$ cat config.mk
export PLATFORM = sky130hd
export DESIGN_NAME = sram_o_ctrl_flat
export DESIGN_NICKNAME = d
export VERILOG_FILES = /design/src/rtl/sram_o_ctrl_pkg.sv /design/src/rtl/sram_o_ctrl_if.sv /design/src/rtl/sram_o_ctrl_sat_add.sv /design/src/rtl/sram_o_ctrl.sv /design/src/flat_wrapper.sv
export SDC_FILE = /design/constraint.sdc
export NUM_CORES = 1
export LEC_CHECK = 0
export CAP_MARGIN = 0
export CORE_ASPECT_RATIO = 1.75
export CORE_MARGIN = 10
export CORE_UTILIZATION = 50
export CTS_CLUSTER_DIAMETER = 50
export CTS_CLUSTER_SIZE = 25
export DETAILED_ROUTE_END_ITERATION = 16
export PLACE_DENSITY = 0.89
export SETUP_SLACK_MARGIN = 0.2
export SLEW_MARGIN = 20
export SYNTH_ARGS = -nofsm -noshare
export SYNTH_HDL_FRONTEND = slang
export SYNTH_HIERARCHICAL = 1
export SYNTH_SLANG_ARGS = --single-unit
$ cat constraint.sdc
create_clock -name clk -period 6.9 [get_ports clk]
set_input_delay 1.38 -clock clk [delete_from_list [all_inputs] [get_ports clk]]
set_output_delay 1.38 -clock clk [all_outputs]
set_load 0.005 [all_outputs]
$ cat src/rtl/sram_o_ctrl_pkg.sv
// Shared definitions for the output-SRAM controller: size defaults, FSM states
// and the saturating add used on the accumulate write-back path.
package sram_o_ctrl_pkg;

  localparam int WORDS_DEF = 6272;
  localparam int DW_DEF    = 18;
  localparam int AW_DEF    = $clog2(WORDS_DEF) + 1;

  typedef enum logic [2:0] {
    IDLE,
    CLEAR,
    ACC_RD,
    ACC_WB,
    HRD_RD,
    HRD_RSP
  } state_e;

  localparam logic RR_ACC = 1'b0;
  localparam logic RR_HRD = 1'b1;

  // Operands arrive sign-extended to 32 bits; the result is clamped to a
  // w-bit signed range, so callers keep only the low w bits.
  function automatic logic signed [31:0] sat_add_f(input logic signed [31:0] a,
                                                   input logic signed [31:0] b,
                                                   input int unsigned       w);
    logic signed [32:0] sum;
    logic signed [32:0] hi;
    logic signed [32:0] lo;
    sum = 33'(a) + 33'(b);
    hi  = (33'sd1 <<< (w - 1)) - 33'sd1;
    lo  = -(33'sd1 <<< (w - 1));
    if (sum > hi) begin
      sat_add_f = hi[31:0];
    end else if (sum < lo) begin
      sat_add_f = lo[31:0];
    end else begin
      sat_add_f = sum[31:0];
    end
  endfunction

endpackage

$ cat src/rtl/sram_o_ctrl_if.sv
// Request/response and SRAM-side signals of the output-SRAM controller.
// The slave modport is the controller; master is its environment.
interface sram_o_ctrl_if
  import sram_o_ctrl_pkg::*;
#(
  parameter int AW = AW_DEF,
  parameter int DW = DW_DEF
);

  logic                 clr_start;
  logic                 clr_busy;

  logic                 acc_valid;
  logic                 acc_ready;
  logic [AW-1:0]        acc_addr;
  logic signed [DW-1:0] acc_data;

  logic                 rd_valid;
  logic                 rd_ready;
  logic [AW-1:0]        rd_addr;

  logic                 rsp_valid;
  logic signed [DW-1:0] rsp_data;

  logic                 addr_err;

  logic                 sram_we;
  logic [AW-1:0]        sram_addr;
  logic signed [DW-1:0] sram_din;
  logic signed [DW-1:0] sram_dout;

  modport slave (
    input  clr_start, acc_valid, acc_addr, acc_data, rd_valid, rd_addr, sram_dout,
    output clr_busy, acc_ready, rd_ready, rsp_valid, rsp_data, addr_err,
           sram_we, sram_addr, sram_din
  );

  modport master (
    output clr_start, acc_valid, acc_addr, acc_data, rd_valid, rd_addr, sram_dout,
    input  clr_busy, acc_ready, rd_ready, rsp_valid, rsp_data, addr_err,
           sram_we, sram_addr, sram_din
  );

endinterface

$ cat src/rtl/sram_o_ctrl_sat_add.sv
// Combinational DW-bit signed adder that clamps instead of wrapping.
module sat_add
  import sram_o_ctrl_pkg::*;
#(
  parameter int DW = DW_DEF
) (
  input  logic signed [DW-1:0] a_i,
  input  logic signed [DW-1:0] b_i,
  output logic signed [DW-1:0] sum_o
);

  assign sum_o = DW'(sat_add_f(32'(a_i), 32'(b_i), DW));

endmodule

$ cat src/rtl/sram_o_ctrl.sv
// Output-SRAM controller: zero-fill, read-modify-write accumulate from the conv
// engine and host readout, serialised through one FSM onto a single SRAM port.
module sram_o_ctrl
  import sram_o_ctrl_pkg::*;
#(
  parameter int WORDS = WORDS_DEF,
  parameter int DW    = DW_DEF,
  parameter int AW    = $clog2(WORDS) + 1
) (
  input logic          clk,
  input logic          rst,
  sram_o_ctrl_if.slave bus
);

  localparam logic [AW-1:0] LAST_ADDR = AW'(WORDS - 1);
  localparam logic [AW-1:0] WORDS_A   = AW'(WORDS);

  state_e               state_q;
  logic                 rr_q;
  logic                 clr_pend_q;
  logic                 clr_busy_q;
  logic                 addr_err_q;
  logic                 in_range_q;
  logic                 sram_we_q;
  logic                 rsp_valid_q;
  logic [AW-1:0]        clr_cnt_q;
  logic [AW-1:0]        clr_cnt_d;
  logic [AW-1:0]        sram_addr_q;
  logic signed [DW-1:0] data_q;
  logic signed [DW-1:0] wb_sum;

  logic idle;
  logic clr_req;
  logic acc_in_range;
  logic rd_in_range;
  logic grant_acc;
  logic grant_rd;

  // Readies are gated by rst so they drop the instant reset is applied.
  assign idle         = (state_q == IDLE) && !rst;
  assign clr_req      = clr_pend_q || bus.clr_start;
  assign acc_in_range = bus.acc_addr < WORDS_A;
  assign rd_in_range  = bus.rd_addr < WORDS_A;
  assign grant_acc    = idle && !clr_req && bus.acc_valid &&
                        ((rr_q == RR_ACC) || !bus.rd_valid);
  assign grant_rd     = idle && !clr_req && bus.rd_valid &&
                        ((rr_q == RR_HRD) || !bus.acc_valid);
  assign clr_cnt_d    = clr_cnt_q + 1'b1;

  sat_add #(.DW(DW)) u_sat_add (
    .a_i   (bus.sram_dout),
    .b_i   (data_q),
    .sum_o (wb_sum)
  );

  // Write data and response data come straight off the registered SRAM output,
  // which is valid exactly in ACC_WB / HRD_RSP.
  assign bus.sram_din  = (state_q == ACC_WB && in_range_q) ? wb_sum : '0;
  assign bus.rsp_data  = (state_q == HRD_RSP && in_range_q) ? bus.sram_dout : '0;
  assign bus.acc_ready = grant_acc;
  assign bus.rd_ready  = grant_rd;
  assign bus.sram_we   = sram_we_q;
  assign bus.sram_addr = sram_addr_q;
  assign bus.rsp_valid = rsp_valid_q;
  assign bus.clr_busy  = clr_busy_q;
  assign bus.addr_err  = addr_err_q;

  always_ff @(posedge clk or posedge rst) begin
    if (rst) begin
      state_q     <= IDLE;
      rr_q        <= RR_ACC;
      clr_pend_q  <= 1'b0;
      clr_busy_q  <= 1'b0;
      addr_err_q  <= 1'b0;
      in_range_q  <= 1'b0;
      sram_we_q   <= 1'b0;
      rsp_valid_q <= 1'b0;
      clr_cnt_q   <= '0;
      sram_addr_q <= '0;
      data_q      <= '0;
    end else begin
      if (bus.clr_start && state_q != IDLE && state_q != CLEAR) begin
        clr_pend_q <= 1'b1;
      end

      case (state_q)
        IDLE: begin
          sram_we_q   <= 1'b0;
          sram_addr_q <= '0;
          rsp_valid_q <= 1'b0;
          if (clr_req) begin
            state_q     <= CLEAR;
            clr_pend_q  <= 1'b0;
            clr_busy_q  <= 1'b1;
            clr_cnt_q   <= '0;
            sram_we_q   <= 1'b1;
            sram_addr_q <= '0;
          end else if (grant_acc) begin
            state_q     <= ACC_RD;
            rr_q        <= ~rr_q;
            data_q      <= bus.acc_data;
            in_range_q  <= acc_in_range;
            sram_addr_q <= acc_in_range ? bus.acc_addr : '0;
            if (!acc_in_range) begin
              addr_err_q <= 1'b1;
            end
          end else if (grant_rd) begin
            state_q     <= HRD_RD;
            rr_q        <= ~rr_q;
            in_range_q  <= rd_in_range;
            sram_addr_q <= rd_in_range ? bus.rd_addr : '0;
            if (!rd_in_range) begin
              addr_err_q <= 1'b1;
            end
          end
        end

        CLEAR: begin
          if (clr_cnt_q == LAST_ADDR) begin
            state_q     <= IDLE;
            clr_busy_q  <= 1'b0;
            clr_cnt_q   <= '0;
            sram_we_q   <= 1'b0;
            sram_addr_q <= '0;
          end else begin
            clr_cnt_q   <= clr_cnt_d;
            sram_addr_q <= clr_cnt_d;
          end
        end

        // Address stays on the bus for the write-back; an out-of-range
        // request never raises the write enable.
        ACC_RD: begin
          state_q   <= ACC_WB;
          sram_we_q <= in_range_q;
        end

        ACC_WB: begin
          state_q     <= IDLE;
          sram_we_q   <= 1'b0;
          sram_addr_q <= '0;
        end

        HRD_RD: begin
          state_q     <= HRD_RSP;
          rsp_valid_q <= 1'b1;
          sram_addr_q <= '0;
        end

        HRD_RSP: begin
          state_q     <= IDLE;
          rsp_valid_q <= 1'b0;
        end

        default: begin
          state_q     <= IDLE;
          sram_we_q   <= 1'b0;
          sram_addr_q <= '0;
          rsp_valid_q <= 1'b0;
          clr_busy_q  <= 1'b0;
        end
      endcase
    end
  end

endmodule
$ cat src/flat_wrapper.sv
// flat-port wrapper written by rule: the top's interface ports become plain ports
module sram_o_ctrl_flat import sram_o_ctrl_pkg::*;
#(
  parameter int WORDS = WORDS_DEF,
  parameter int DW    = DW_DEF,
  parameter int AW    = $clog2(WORDS) + 1
)
  (clk, rst, bus_clr_start, bus_acc_valid, bus_acc_addr, bus_acc_data, bus_rd_valid, bus_rd_addr, bus_sram_dout, bus_clr_busy, bus_acc_ready, bus_rd_ready, bus_rsp_valid, bus_rsp_data, bus_addr_err, bus_sram_we, bus_sram_addr, bus_sram_din);
  sram_o_ctrl_if #(.AW(AW), .DW(DW)) bus_i ();
  input logic clk;
  input logic rst;
  input wire logic [$bits(bus_i.clr_start)-1:0] bus_clr_start;
  input wire logic [$bits(bus_i.acc_valid)-1:0] bus_acc_valid;
  input wire logic [$bits(bus_i.acc_addr)-1:0] bus_acc_addr;
  input wire logic [$bits(bus_i.acc_data)-1:0] bus_acc_data;
  input wire logic [$bits(bus_i.rd_valid)-1:0] bus_rd_valid;
  input wire logic [$bits(bus_i.rd_addr)-1:0] bus_rd_addr;
  input wire logic [$bits(bus_i.sram_dout)-1:0] bus_sram_dout;
  output wire logic [$bits(bus_i.clr_busy)-1:0] bus_clr_busy;
  output wire logic [$bits(bus_i.acc_ready)-1:0] bus_acc_ready;
  output wire logic [$bits(bus_i.rd_ready)-1:0] bus_rd_ready;
  output wire logic [$bits(bus_i.rsp_valid)-1:0] bus_rsp_valid;
  output wire logic [$bits(bus_i.rsp_data)-1:0] bus_rsp_data;
  output wire logic [$bits(bus_i.addr_err)-1:0] bus_addr_err;
  output wire logic [$bits(bus_i.sram_we)-1:0] bus_sram_we;
  output wire logic [$bits(bus_i.sram_addr)-1:0] bus_sram_addr;
  output wire logic [$bits(bus_i.sram_din)-1:0] bus_sram_din;
  assign bus_i.clr_start = bus_clr_start;
  assign bus_i.acc_valid = bus_acc_valid;
  assign bus_i.acc_addr = bus_acc_addr;
  assign bus_i.acc_data = bus_acc_data;
  assign bus_i.rd_valid = bus_rd_valid;
  assign bus_i.rd_addr = bus_rd_addr;
  assign bus_i.sram_dout = bus_sram_dout;
  assign bus_clr_busy = bus_i.clr_busy;
  assign bus_acc_ready = bus_i.acc_ready;
  assign bus_rd_ready = bus_i.rd_ready;
  assign bus_rsp_valid = bus_i.rsp_valid;
  assign bus_rsp_data = bus_i.rsp_data;
  assign bus_addr_err = bus_i.addr_err;
  assign bus_sram_we = bus_i.sram_we;
  assign bus_sram_addr = bus_i.sram_addr;
  assign bus_sram_din = bus_i.sram_din;
  sram_o_ctrl #(.WORDS(WORDS), .DW(DW), .AW(AW)) u_core (.clk(clk), .rst(rst), .bus(bus_i));
endmodule
After elaboration in Yosys (flattened, before gate mapping)
Index checks and enable logic that the tools add are counted.

Bits of input ports: 69. Output and inout bits: 56. Register bits: 56. Logic and storage cells: 100.

Mux-type cells: 35. Add/sub/neg operators: 2. Equality and inequality tests: 12. Reduce and logical (&&, ||, !) cells: 32. $lt $le $gt $ge: 4. Bitwise gates (word level): 4.

Operators by type and width (count): $mux 14 (7); $mux 18 (4); $pmux 14 s3 (1); $lt 14x13->1 const B (2); $pmux 14 s2 (1); $add 18x18->19 (1); $gt 19x18->1 const B (1); $lt 19x18->1 const B (1); $add 14x1->14 const B (1); $eq 14x13->1 const B (1); $mux 1 (14); $mux 3 (4); $pmux 3 s4 (1); $logic_and 1x1->1 (10); $reduce_and 3->1 (3); $eq 3x2->1 const B (2); $eq 3x3->1 const B (2); $reduce_and 2->1 (3); $reduce_and 5->1 (1); $logic_not 1->1 (4); $ne 2x1->1 const B (2); $ne 2x2->1 const B (2); $ne 4x3->1 const B (1); $not 1->1 (4); other kinds (12) (16).

Depth between registers and ports, before layout
Depth in word-level cells: 9. Depth in mapped cells: 12. Mapped depth without buffers: 11.

Hierarchy
Netlist, hierarchy kept.

By module, submodules not included: sram_o_ctrl (cells each 348, instances 1, seq. area each 1401.3 um^2, area an instance 3174.3 um^2); sat_add (cells each 154, instances 1, seq. area each 0.0 um^2, area an instance 1197.4 um^2).

Least setup slack after synthesis
No wires, ideal clock.

Kind: input to output. Start: input bus_sram_dout[0]. End: output bus_sram_din[12]. Setup slack: 2034 ps. Arrival time: 3486 ps. Path buffers: 0. Stages: 11. Path through: ha_1 -> inv_1 -> fa_1 -> and2b_1 -> o2111ai_1 -> a21oi_2 -> nor2_1 -> a221oi_1 -> xor2_1 -> maj3_1 -> and2_1.

Word-level cells in the longest chain between the ends: 5. Elaborated cells between the ends (all ways): 6. Classes of those cells: add/sub (1); order compare (2); mux (3).

Ends and longest elaborated chain: start: declaration (line flat_wrapper.sv:18) `input wire logic [$bits(bus_i.sram_dout)-1:0] bus_sram_dout;`; $add 18x18->19 (*) (line sram_o_ctrl_pkg.sv:29) `sum = 33'(a) + 33'(b);`; $lt 19x18->1 (line sram_o_ctrl_pkg.sv:34) `end else if (sum < lo) begin`; $mux 18 (line sram_o_ctrl_pkg.sv:34); $mux 18 (*) (line sram_o_ctrl_pkg.sv:32) `if (sum > hi) begin`; named net u_core.wb_sum[12] (line sram_o_ctrl.sv:30) `logic signed [DW-1:0] wb_sum;`; $mux 18 (*) (line sram_o_ctrl.sv:58) `assign bus.sram_din = (state_q == ACC_WB && in_range_q) ? wb_sum : '0;`; end: declaration (line flat_wrapper.sv:27) `output wire logic [$bits(bus_i.sram_din)-1:0] bus_sram_din;`.

Mark *: on every way through the listed nets, which the timed path passes. The rest lies on a longest branch.

Worst setup path in the final report
Start: input bus_sram_dout[0]. End: output bus_sram_din[1].

Same word-level chain as after synthesis.

==> results.json <==
{
  "fmax_ghz": 0.1625,
  "ant_nets": 0,
  "netlist_instances": 502,
  "end_kind": "output port",
  "drt_iter0_drc": 345,
  "syn-num-nets": 591,
  "ys_warn_count": 6,
  "hold_depth": 2,
  "grt_pass1_vias": 4322,
  "overflow": 0,
  "hpwl_mm": 11.43,
  "whs_endpoint": "u_core/data_q[5]$_DFFE_PP0P_",
  "post_cts_resized": 0,
  "crit_type": "in2out",
  "top_layer": "met4",
  "ys_types": 82,
  "ff2ff_path_depth": 5,
  "gp_congestion": 0.9175,
  "antenna_found_initial": 0,
  "avgSynthCellArea_um2": 8.709,
  "final.period_utilization_pct": 89.19,
  "synth-edff-count": 0,
  "final_area_mm2": 0.005784,
  "required_ps": 5520,
  "async_flop_share_pct": 100.0,
  "syn_to_final_growth_pct": 32.31,
  "dr_total_vias": 4364,
  "drcViolationCount": 0,
  "core_area_mm2": 0.008615,
  "relSlewSlack_pct": 40.13,
  "io_pins": 125,
  "ir_drop_uv": 193.1,
  "clkLatencyLatePin_ps": 300,
  "r2r_slack_ps": 4040,
  "rows": 45,
  "dpl.cell_count": 722,
  "dominantRegCellSynth": "dfrtp_1",
  "crit_top_cell": "clkdlybuf4s50_1",
  "rr_endpoint": "u_core/bus.sram_addr[2]$_DFFE_PP0N_",
  "power.density_mw_per_mm2": 352.5,
  "cts_tree": "built",
  "wl_met2_mm": 7.851,
  "grt_max_degree": 51,
  "portBuffers": 124,
  "start_util_pct": 50.75,
  "die_y_um": 143.7,
  "hold_viol_final": 0,
  "rsz0062_at_grt": "no",
  "hold_path.class": "reg2reg",
  "syn_area_mm2": 0.004372,
  "synth_seq_cells": 56,
  "wl_met3_mm": 1.023,
  "worst_clock_skew_ps": 6.157,
  "cp.arrival_ps": 4770,
  "yosysSeqAreaShare_pct": 32.05,
  "outcome": "finished, final reports clean",
  "dieWidth_um": 90.69,
  "worst_pin_slew_ps": 895.4,
  "place_area_mm2": 0.005617,
  "cts_hold_buf": 0,
  "fin_cells": 730,
  "grt_pass1_wl_mm": 22.59,
  "cts_root_buf": "clkbuf_16",
  "max_stage_delay_ps": 510,
  "cts_inserted_buffers": 5,
  "dr.pass1.iters": 5,
  "routedWlPerCell_um": 19.71,
  "r2r_start": "u_core/clr_cnt_q[0]$_DFFE_PP0P_",
  "wl_met1_mm": 5.112,
  "clk_pin_slew_ps": 70,
  "holdWs_ps": 484.7,
  "nNetsFinal": 701,
  "place_ws_ps": 798.1,
  "path_cells": "clkdlybuf4s50_1 > ha_1 > inv_1 > fa_1 > and2b_1 > o2111ai_1 > a21oi_2 > o31ai_1 > a21oi_4 > nand2_4 > a21oi_1 > and2_1 > clkdlybuf4s50_1",
  "grt_usage_pct": 21.30,
  "drv_slew": 0,
  "cp_slowest_cell": "clkdlybuf4s50_1",
  "diodes": 0,
  "cap_violations": 0,
  "routed_wl_mm": 14.39,
  "p_leak_nw": 2.470,
  "cp-start-kind": "input port",
  "worst-path-max-fanout": 11,
  "layout_min_cycle_time_ps": 6154,
  "die-area_mm2": 0.01303,
  "drive_gt1_share_pct": 7.830,
  "tns_ps": 0,
  "cts_setup_buffers": 0,
  "routed_via_density": 5.978,
  "setup_viol": 0,
  "clockBufferDepth": 2,
  "setup_slack_ps": 745.8,
  "clock_sinks": 56,
  "min-delay-start": "u_core/data_q[5]$_DFFE_PP0P_",
  "h-tree-depth": 2
}
[layer usage]
| metal | up-vias | track usage, % |
|---|---|---|
| met2 | 201 | 40.98 |
| met4 | 0 | 7.912 |
| met1 | 2091 | 22.15 |
| met5 | - | 0 |
| li1 | 2040 | - |
| met3 | 32 | 3.969 |
[synth_stat cells, types with 4 or more instances]
library cell | n | share of area, %
buf_2 | 9 | 1.0
a21oi_1 | 29 | 3.3
nor2_1 | 15 | 1.3
o21ai_0 | 20 | 2.3
and2_1 | 37 | 5.3
a21o_1 | 7 | 1.2
nand2_1 | 81 | 7.0
nand3_1 | 24 | 2.7
maj3_1 | 5 | 1.1
inv_1 | 18 | 1.5
buf_6 | 6 | 1.5
a221o_1 | 4 | 0.92
xnor2_1 | 17 | 3.4
nand4_1 | 7 | 1.0
a21oi_2 | 6 | 1.2
clkbuf_1 | 5 | 0.43
dfrtp_1 | 56 | 32
a32o_1 | 4 | 0.92
o211ai_1 | 9 | 1.5
ha_1 | 19 | 5.4
a32oi_1 | 8 | 1.6
xor2_1 | 10 | 2.0
nor3_1 | 8 | 0.92
a31oi_1 | 13 | 1.9
[per-stage QoR]
stage | power [mW] | utilization [%]
finish | 2.039 | 67.15
global route | 2.177 | 67.15
CTS | 2.030 | 67.15
detailed placement | 1.726 | 65.20
global placement | 1.677 | 65.20
floorplan | 1.407 | -
[cells by family after synthesis]
group           count (synthesis)  synth area share [%]
fa+ha+maj                      25                 7.041
xor+xnor                       28                 6.039
flops                          56                 32.05
simple gates                  208                 25.10
buf+inv                        44                 5.580
mux                             1                0.2576
compound gates                140                 23.93
[placed cells by master, fill, tap and decap left out, types with 4 or more instances in the layout]
cell type and instances:
clkdlybuf4s50_1 124, nand2_1 81, dfrtp_1 56, and2_1 37, a21oi_1 29, nand3_1 24, o21ai_0 20, ha_1 19
inv_1 17, xnor2_1 17, nor2_1 15, a31oi_1 13, xor2_1 10, o211ai_1 9, nor3_1 8, a32oi_1 8
nand4_1 7, a21o_1 7, a21oi_2 6, clkbuf_16 5, maj3_1 5, a32o_1 4, a221o_1 4, buf_4 4
[power breakdown]
group | total, mW | switching (mW) | internal [mW]
sequential | 0.541 | 0.105 | 0.436
combinational | 1.20 | 0.668 | 0.534
clock | 0.297 | 0.123 | 0.173
total | 2.04 | 0.896 | 1.14
[layout make-up]
class | instances | area (um^2)
Clock buffer | 6 | 128.9
Clock inverter | 2 | 38.79
Fill cell | 745 | 2830
Inverter | 19 | 71.32
Multi-Input combinational cell | 402 | 2726
Sequential cell | 56 | 1401
Tap cell | 117 | 146.4
Timing Repair Buffer | 128 | 1271
[worst max-delay path, delay by kind of cell]
kind	cells	cell delay (ps)
AO/OA/AOI/OAI	5	1190
buffers and inverters	3	1050
adder cells (fa/ha/maj)	2	590
AND/OR/NAND/NOR	3	560
[worst max-delay path by stage]
stage / startpoint / to / slack [ps] / cells past startpoint
floorplan: bus_sram_dout[0] / bus_sram_din[12] / 2030 / 11
global placement: bus_sram_dout[0] / bus_sram_din[1] / 920 / 13
detailed placement: bus_sram_dout[0] / bus_sram_din[1] / 800 / 13
CTS: bus_sram_dout[0] / bus_sram_din[1] / 780 / 13
global route: bus_sram_dout[0] / bus_sram_din[10] / 580 / 13
finish: bus_sram_dout[0] / bus_sram_din[1] / 750 / 13
[flip-flops by register name, indices dropped and copies added, names as in the netlist]
register,count
u_core/in_range_q,1
u_core/bus.sram_we,1
u_core/bus.addr_err,1
u_core/state_q,3
u_core/bus.sram_addr,14
u_core/data_q,18
u_core/clr_cnt_q,14
u_core/bus.clr_busy,1
u_core/clr_pend_q,1
u_core/rr_q,1
u_core/bus.rsp_valid,1
Note: power is estimated with default switching activity, not from simulation.
